## src/rtl/axi_rd_pkg.sv

```systemverilog
// -----------------------------------------------------------------------------
// axi_rd_pkg
// Shared definitions for the two-master AXI read arbiter:
//   - default address/data/ID widths and the derived AR/R payload widths
//   - bit offsets of each field inside the packed AR and R payloads
//     AR = {addr, id, burst[1:0], len[7:0], size[2:0]}
//     R  = {data, id, last, resp[1:0]}
//   - arbiter FSM state encoding
//   - pack helpers for building payloads from individual fields
// -----------------------------------------------------------------------------
package axi_rd_pkg;

  localparam int AXI_AW  = 64;
  localparam int AXI_DW  = 32;
  localparam int AXI_IDW = 4;

  localparam int ARW = AXI_AW + AXI_IDW + 13;
  localparam int RW  = AXI_DW + AXI_IDW + 3;

  // AR field offsets (LSB of each field)
  localparam int AR_SIZE_OFF  = 0;
  localparam int AR_LEN_OFF   = 3;
  localparam int AR_BURST_OFF = 11;
  localparam int AR_ID_OFF    = 13;
  localparam int AR_ADDR_OFF  = 13 + AXI_IDW;

  // R field offsets (LSB of each field); last/resp sit at fixed positions
  // regardless of the configured widths.
  localparam int R_RESP_OFF = 0;
  localparam int R_LAST_OFF = 2;
  localparam int R_ID_OFF   = 3;
  localparam int R_DATA_OFF = 3 + AXI_IDW;

  typedef enum logic [1:0] {
    ST_IDLE = 2'd0,
    ST_ADDR = 2'd1,
    ST_DATA = 2'd2
  } arb_state_e;

  function automatic logic [ARW-1:0] ar_pack(input logic [AXI_AW-1:0]  addr,
                                             input logic [AXI_IDW-1:0] id,
                                             input logic [1:0]         burst,
                                             input logic [7:0]         len,
                                             input logic [2:0]         size);
    logic [ARW-1:0] p;
    p = '0;
    p[AR_ADDR_OFF  +: AXI_AW]  = addr;
    p[AR_ID_OFF    +: AXI_IDW] = id;
    p[AR_BURST_OFF +: 2]       = burst;
    p[AR_LEN_OFF   +: 8]       = len;
    p[AR_SIZE_OFF  +: 3]       = size;
    return p;
  endfunction

  function automatic logic [RW-1:0] r_pack(input logic [AXI_DW-1:0]  data,
                                           input logic [AXI_IDW-1:0] id,
                                           input logic               last,
                                           input logic [1:0]         resp);
    logic [RW-1:0] p;
    p = '0;
    p[R_DATA_OFF +: AXI_DW]  = data;
    p[R_ID_OFF   +: AXI_IDW] = id;
    p[R_LAST_OFF]            = last;
    p[R_RESP_OFF +: 2]       = resp;
    return p;
  endfunction

endpackage

```

## src/rtl/axi_arb_pick.sv

```systemverilog
// -----------------------------------------------------------------------------
// axi_arb_pick
// Two-way grant picker. Purely combinational.
// Build option: ARB_RR_EN defined -> round-robin (ptr names the master that
// wins a tie); undefined -> fixed priority, master 0 wins ties, ptr ignored.
// Ports:
//   req  in  2  request per master
//   ptr  in  1  tie-break master (round-robin build only)
//   gnt  out 2  one-hot grant, zero when no request
//   idx  out 1  index of the granted master (0 when no request)
// -----------------------------------------------------------------------------
module axi_arb_pick (
  input  logic [1:0] req,
  input  logic       ptr,
  output logic [1:0] gnt,
  output logic       idx
);

`ifdef ARB_RR_EN
  assign idx = (req == 2'b11) ? ptr : req[1];
`else
  logic unused_ptr;
  assign unused_ptr = ptr;
  assign idx        = req[1] & ~req[0];
`endif

  assign gnt = {req[1] & idx, req[0] & ~idx};

endmodule

```

## src/rtl/axi_rd_arb2.sv

```systemverilog
// -----------------------------------------------------------------------------
// axi_rd_arb2
// Two-master AXI read-channel arbiter in front of a single read slave.
// One master owns the slave for a whole transaction (AR + complete R burst);
// the AR payload is registered, R beats pass through combinationally to the
// owner. Burst end is taken from R last only. One transaction outstanding.
// Build option: ARB_RR_EN defined -> round-robin, else fixed priority (m0).
// Ports:
//   clk, rst_n            clock, asynchronous active-low reset
//   m_arvalid/m_arready   per-master AR handshake (bit i = master i)
//   m_ar                  per-master AR payload, master i at [i*ARW +: ARW]
//   m_rvalid/m_rready     per-master R handshake
//   m_r                   per-master R payload (both lanes carry s_r)
//   s_arvalid/s_arready   slave AR handshake
//   s_ar                  slave AR payload (registered)
//   s_rvalid/s_rready     slave R handshake
//   s_r                   slave R payload
// -----------------------------------------------------------------------------
module axi_rd_arb2
  import axi_rd_pkg::*;
#(
  parameter int AW  = axi_rd_pkg::AXI_AW,
  parameter int DW  = axi_rd_pkg::AXI_DW,
  parameter int IDW = axi_rd_pkg::AXI_IDW
) (
  input  logic                        clk,
  input  logic                        rst_n,
  input  logic [1:0]                  m_arvalid,
  output logic [1:0]                  m_arready,
  input  logic [2*(AW+IDW+13)-1:0]    m_ar,
  output logic [1:0]                  m_rvalid,
  input  logic [1:0]                  m_rready,
  output logic [2*(DW+IDW+3)-1:0]     m_r,
  output logic                        s_arvalid,
  input  logic                        s_arready,
  output logic [AW+IDW+12:0]          s_ar,
  input  logic                        s_rvalid,
  output logic                        s_rready,
  input  logic [DW+IDW+2:0]           s_r
);

  localparam int AR_W = AW + IDW + 13;

  arb_state_e        state_q, state_d;
  logic              grant_q, grant_d;
  logic [AR_W-1:0]   s_ar_q, s_ar_d;
  logic              ptr;
  logic [1:0]        pick_gnt;
  logic              pick_idx;
  logic [1:0]        m_arready_c;

`ifdef ARB_RR_EN
  logic              ptr_q, ptr_d;
  assign ptr = ptr_q;
`else
  assign ptr = 1'b0;
`endif

  axi_arb_pick u_pick (
    .req (m_arvalid),
    .ptr (ptr),
    .gnt (pick_gnt),
    .idx (pick_idx)
  );

  always_comb begin
    state_d     = state_q;
    grant_d     = grant_q;
    s_ar_d      = s_ar_q;
`ifdef ARB_RR_EN
    ptr_d       = ptr_q;
`endif
    m_arready_c = 2'b00;
    s_arvalid   = 1'b0;
    s_rready    = 1'b0;
    m_rvalid    = 2'b00;
    case (state_q)
      ST_IDLE: begin
        // Ready is offered only to the picked master, so any grant is a handshake.
        m_arready_c = pick_gnt;
        if (|pick_gnt) begin
          grant_d = pick_idx;
          s_ar_d  = pick_idx ? m_ar[2*AR_W-1:AR_W] : m_ar[AR_W-1:0];
          state_d = ST_ADDR;
        end
      end
      ST_ADDR: begin
        s_arvalid = 1'b1;
        if (s_arready) state_d = ST_DATA;
      end
      ST_DATA: begin
        s_rready           = m_rready[grant_q];
        m_rvalid[grant_q]  = s_rvalid;
        if (s_rvalid && m_rready[grant_q] && s_r[R_LAST_OFF]) begin
          state_d = ST_IDLE;
`ifdef ARB_RR_EN
          ptr_d   = ~grant_q;
`endif
        end
      end
      default: state_d = ST_IDLE;
    endcase
  end

  // Ready must not reach a master while the block is held in reset.
  assign m_arready = m_arready_c & {2{rst_n}};
  assign s_ar      = s_ar_q;
  assign m_r       = {s_r, s_r};

  always_ff @(posedge clk or negedge rst_n) begin
    if (!rst_n) begin
      state_q <= ST_IDLE;
      grant_q <= 1'b0;
      s_ar_q  <= '0;
`ifdef ARB_RR_EN
      ptr_q   <= 1'b0;
`endif
    end else begin
      state_q <= state_d;
      grant_q <= grant_d;
      s_ar_q  <= s_ar_d;
`ifdef ARB_RR_EN
      ptr_q   <= ptr_d;
`endif
    end
  end

endmodule

```

## config.mk

```make
export PLATFORM = sky130hd
export DESIGN_NAME = axi_rd_arb2
export DESIGN_NICKNAME = d
export VERILOG_FILES = /design/src/rtl/axi_rd_pkg.sv /design/src/rtl/axi_arb_pick.sv /design/src/rtl/axi_rd_arb2.sv
export SDC_FILE = /design/constraint.sdc
export NUM_CORES = 1
export LEC_CHECK = 0
export CORE_AREA = 2 2 145 147
export CTS_BUF_LIST = sky130_fd_sc_hd__clkbuf_8 sky130_fd_sc_hd__clkbuf_16
export DETAILED_ROUTE_END_ITERATION = 8
export DIE_AREA = 0 0 147 149
export GPL_TIMING_DRIVEN = 1
export PLACE_DENSITY = 0.61
export SLEW_MARGIN = 10
export SYNTH_ARGS = -nofsm -noshare
export SYNTH_HDL_FRONTEND = slang
export SYNTH_SLANG_ARGS = --single-unit
```

## constraint.sdc

```tcl
create_clock -name clk -period 4 [get_ports clk]
set_input_delay 1 -clock clk [delete_from_list [all_inputs] [get_ports clk]]
set_output_delay 1 -clock clk [all_outputs]
set_load 0.005 [all_outputs]
```

* Word-level counts from Yosys, hierarchy flattened
Cells that the tools add are included.
Storage, ports and cells: flip-flop bits (word level) 84, input bits 209
Operators by class: equal/unequal tests 5, reduce and logical (&&, ||, !) cells 7, muxes and demuxes 13, magnitude comparators 2, bitwise logic cells 7
Operators by type and width (count):
- two-way mux 81 bit | 1
- two-way mux 2 bit | 5
- != test 2 bit, second input constant | 3
- one-hot mux 2 bit (3 select lines) | 1
- two-way mux 1 bit | 5
- AND 2 bit | 2
- AND 1 bit | 3
- logical AND 1 bit | 3
- AND reduction 3 bit | 1
- equality test 2 x 1 -> 1 bit, second input constant | 1
- equality test 2 bit, second input constant | 1
- zero test 2 bit | 1
- < comparator 1 x 2 -> 1 bit, second input constant | 1
- inverter 1 bit | 2
- AND reduction 2 bit | 1
- OR reduction 2 bit | 1
- demux 1 bit (select 1 bit) | 1
- greater-or-equal comparator 1 bit, second input constant | 1

* Logic depth before layout (Yosys ltp)
depth in word-level cells 7, gate-level depth with buffers 5, depth with buffers taken out 3

* Hierarchy
Synthesis repeated with hierarchy kept, for this count alone.
Unflattened totals: cell total of the unflattened synthesis 365, area total of the unflattened synthesis 5552.8 um^2
Modules (own cells, without submodules):
- axi_rd_arb2 | cells each 362, area an instance 5535.3 um^2, instances 1
- axi_arb_pick | cells each 3, area an instance 17.5 um^2, instances 1

* Worst setup path after synthesis
OpenSTA, ideal clock, no wires.
path kind input port to output port, start input port m_arvalid[1], end output port m_arready[1], path slack 1368 ps, path buffers 2, arrival 1632 ps, cell stages on the path 4, cells stage by stage nor2b_2 buf_6 buf_8 and3_1
On the way: word-level cells in the longest chain between the ends 4
Ends and longest elaborated chain:
- from (decl) | RTL line axi_rd_arb2.sv:28 | input logic [1:0] m_arvalid,
- AND 1 bit | RTL line axi_arb_pick.sv:24 | assign idx = req[1] & ~req[0];
- AND 1 bit * | RTL line axi_arb_pick.sv:27 | assign gnt = {req[1] & idx, req[0] & ~idx};
- two-way mux 2 bit * | RTL line axi_rd_arb2.sv:77 | case (state_q)
- AND 2 bit * | RTL line axi_rd_arb2.sv:106 | assign m_arready = m_arready_c & {2{rst_n}};
- to (decl) | RTL line axi_rd_arb2.sv:29 | output logic [1:0] m_arready,
Mark *: on every way between the ends. The rest lies on a longest branch, timed or not.

* Worst setup path in the final report
Same ends and word-level chain as after synthesis.

==> impl_metrics.tcl <==
set metrics [dict create \
    status "completed" \
    switching_share_pct 26.90 \
    post-route-util_pct 38.52 \
    sequentialPowerShare_pct 32.1 \
    rsz0062_at_grt "no" \
    cts_resized 0 \
    antenna_found_initial 0 \
    layout_min_cycle_time_ns 3.448 \
    clock_sinks 84 \
    grt_pass1_vias 3610 \
    hold_viol 0 \
    num_vias 3305 \
    p_int_uw 3530 \
    placed_cells 804 \
    leakagePower_uw 0.003447 \
    area_growth_syn_to_layout_pct 45.36 \
    cts.htree.levels 3 \
    cp_data_required_time_ns 3.00 \
    grt_max_degree 83 \
    p_per_area_mw_per_mm2 609.9 \
    drive_gt1_share_pct 33.46 \
    stdcell_area_mm2 0.007919 \
    fin_crit_sh_pct 86.20 \
    grt_usage_pct 11.41 \
    die_y_um 149 \
    ys_seq_area_share_pct 38.59 \
    cts-buffers-inserted 9 \
    routed_via_density 4.035 \
    holdCritPathClass "primary input to asynchronous set/reset pin" \
    totalWireLength_um 12870 \
    gp_congestion 0.7657 \
    port_buffers 259 \
    drt_iter0_drc 60 \
    finalNonFillerCells 819 \
    clkLatencyLatePin_ns 0.34 \
    insertedDiodeCount 0 \
    clkTransAtPathRegs_ns 0.07 \
    die_width_um 147 \
    finalNetCount 749 \
    core_mm2 0.02056 \
    max_cap_viol_count 0 \
    synth-seq-cells 84 \
    yosysUniqueCellTypes 17 \
    hpwl_um 9435 \
    crit_arrival_ns 2.45 \
    tightest_slew_ns 0.6502 \
    fill_cells 1933 \
    dpl_worst_slack_ns 0.5519 \
    wl_per_cell_um 15.71 \
    end_kind "primary output" \
    route.detailed.drc 0 \
    cts_buffer_depth 2 \
    drtPass1Iterations 4 \
    clockPowerShare_pct 16.7 \
    clock_skew_ns 0.008437 \
    cts-root-buf "clkbuf_16" \
    std_cell_rows 53 \
    place_area_mm2 0.007635 \
    grt_overflow 0 \
    p_comb_share_pct 51.2 \
    hold_buffers 0 \
    synth_cells 362 \
    antenna_left 0 \
    drv_slew 0 \
    post_cts_buffers 0 \
    crit_fanout 3 \
    syn-num-nets 571 \
    synth_area_mm2 0.005448 \
    initial_core_util_pct 26.50 \
    irDropWorstVdd_mv 0.3898 \
    worstSetupStartpointType "primary input" \
    yosys_warnings 0 \
    switchingPower_uw 1299 \
    die_area_mm2 0.02190 \
    relSlewSlack_pct 56.65 \
    worstSetupPathType "primary input to primary output" \
    synth.avg_cell_area_um2 15.05 \
    mostFrequentLayoutCells "clkdlybuf4s50_1, mux2_4, dfrtp_1, clkbuf_16, mux2_2" \
    final_common_cell "clkdlybuf4s50_1" \
    max_freq_ghz 0.2900 \
    cts_tree "done" \
    grt_pass1_wl_um 19660 \
    tns_ns 0 \
    io_pins 374 \
    finalSetupViolCount 0 \
    fin_ws_ns 0.5521 \
]
==> area by class of cell <==
cell class / count / area, µm² / area share, %
clock inverter: 6 / 58.81 / 0.7426
sequential: 84 / 2102 / 26.54
inverter: 1 / 3.754 / 0.04740
timing repair buffer: 263 / 2645 / 33.40
clock buffer: 9 / 225.2 / 2.844
tap: 275 / 344.1 / 4.345
multi-input combinational: 181 / 2540 / 32.07
==> worst max-delay path, cell delays in order <==
cell	delay (ns)
clkdlybuf4s50_1	0.52
nor2b_4	0.20
and3_1	0.18
clkdlybuf4s50_1	0.55
==> per-layer routing <==
layer | vias up | global-route usage, % | wire length (µm)
met5 | - | 0 | 0
met4 | 0 | 6.058 | 341
met3 | 23 | 3.364 | 1095
met2 | 171 | 19.62 | 6404
met1 | 1577 | 12.82 | 5027
li1 | 1534 | - | -
==> sequential cells by signal (all words and copies together), names as in the netlist <==
register / flops
state_q: 2
grant_q: 1
s_ar: 81
==> cells by family after synthesis <==
group,after synthesis,synth area share (%)
AOI/OAI and AO/OA,6,0.6432
muxes,163,44.56
and+or+nand+nor,12,1.194
DFF,84,38.59
buffers and inverters,97,15.02
==> cell usage after synthesis (all sizes together) <==
cell / instances / area share [%]
inv: 1 / 0.069
o21ai: 2 / 0.18
nor2b: 4 / 0.51
mux2i: 1 / 0.18
a21o: 1 / 0.14
a21oi: 2 / 0.18
nand2: 3 / 0.21
mux2: 162 / 44
and3: 3 / 0.34
nor2: 2 / 0.14
o21a: 1 / 0.14
dfrtp: 84 / 39
buf: 96 / 15
==> per-stage QoR <==
step	hold WS (ns)	total power, µW
6_report	0.5020	4830
3_5_place_dp	0.4937	4049
2_1_floorplan	0.4722	2897
4_1_cts	0.4884	4916
5_1_grt	0.4965	5106
3_3_place_gp	0.4931	4036
==> path summary, 6_finish.rpt <==
kind | from | end | slack [ns] | cells past startpoint
setup / recovery | m_arvalid[1] | m_arready[1] | 0.55 | 4
hold / removal | rst_n | grant_q | 0.50 | 1
setup reg to reg | state_q[1] | s_ar[48] | 2.02 | 4
hold reg to reg | s_ar[48] | s_ar[48] | 0.50 | 1
max in group asynchronous | rst_n | s_ar[62] | 2.62 | 2
min in group clk | s_ar[48] | s_ar[48] | 0.50 | 1
==> power groups by stage <==
stage | Combinational [µW] | Sequential (µW) | Clock (µW)
3_3_place_gp | 2490 | 1550 | 0
3_5_place_dp | 2500 | 1550 | 0
6_report | 2470 | 1550 | 809
4_1_cts | 2510 | 1560 | 851
5_1_grt | 2610 | 1610 | 885
2_1_floorplan | 1330 | 1570 | 0
(Power assumes the default switching activity.)
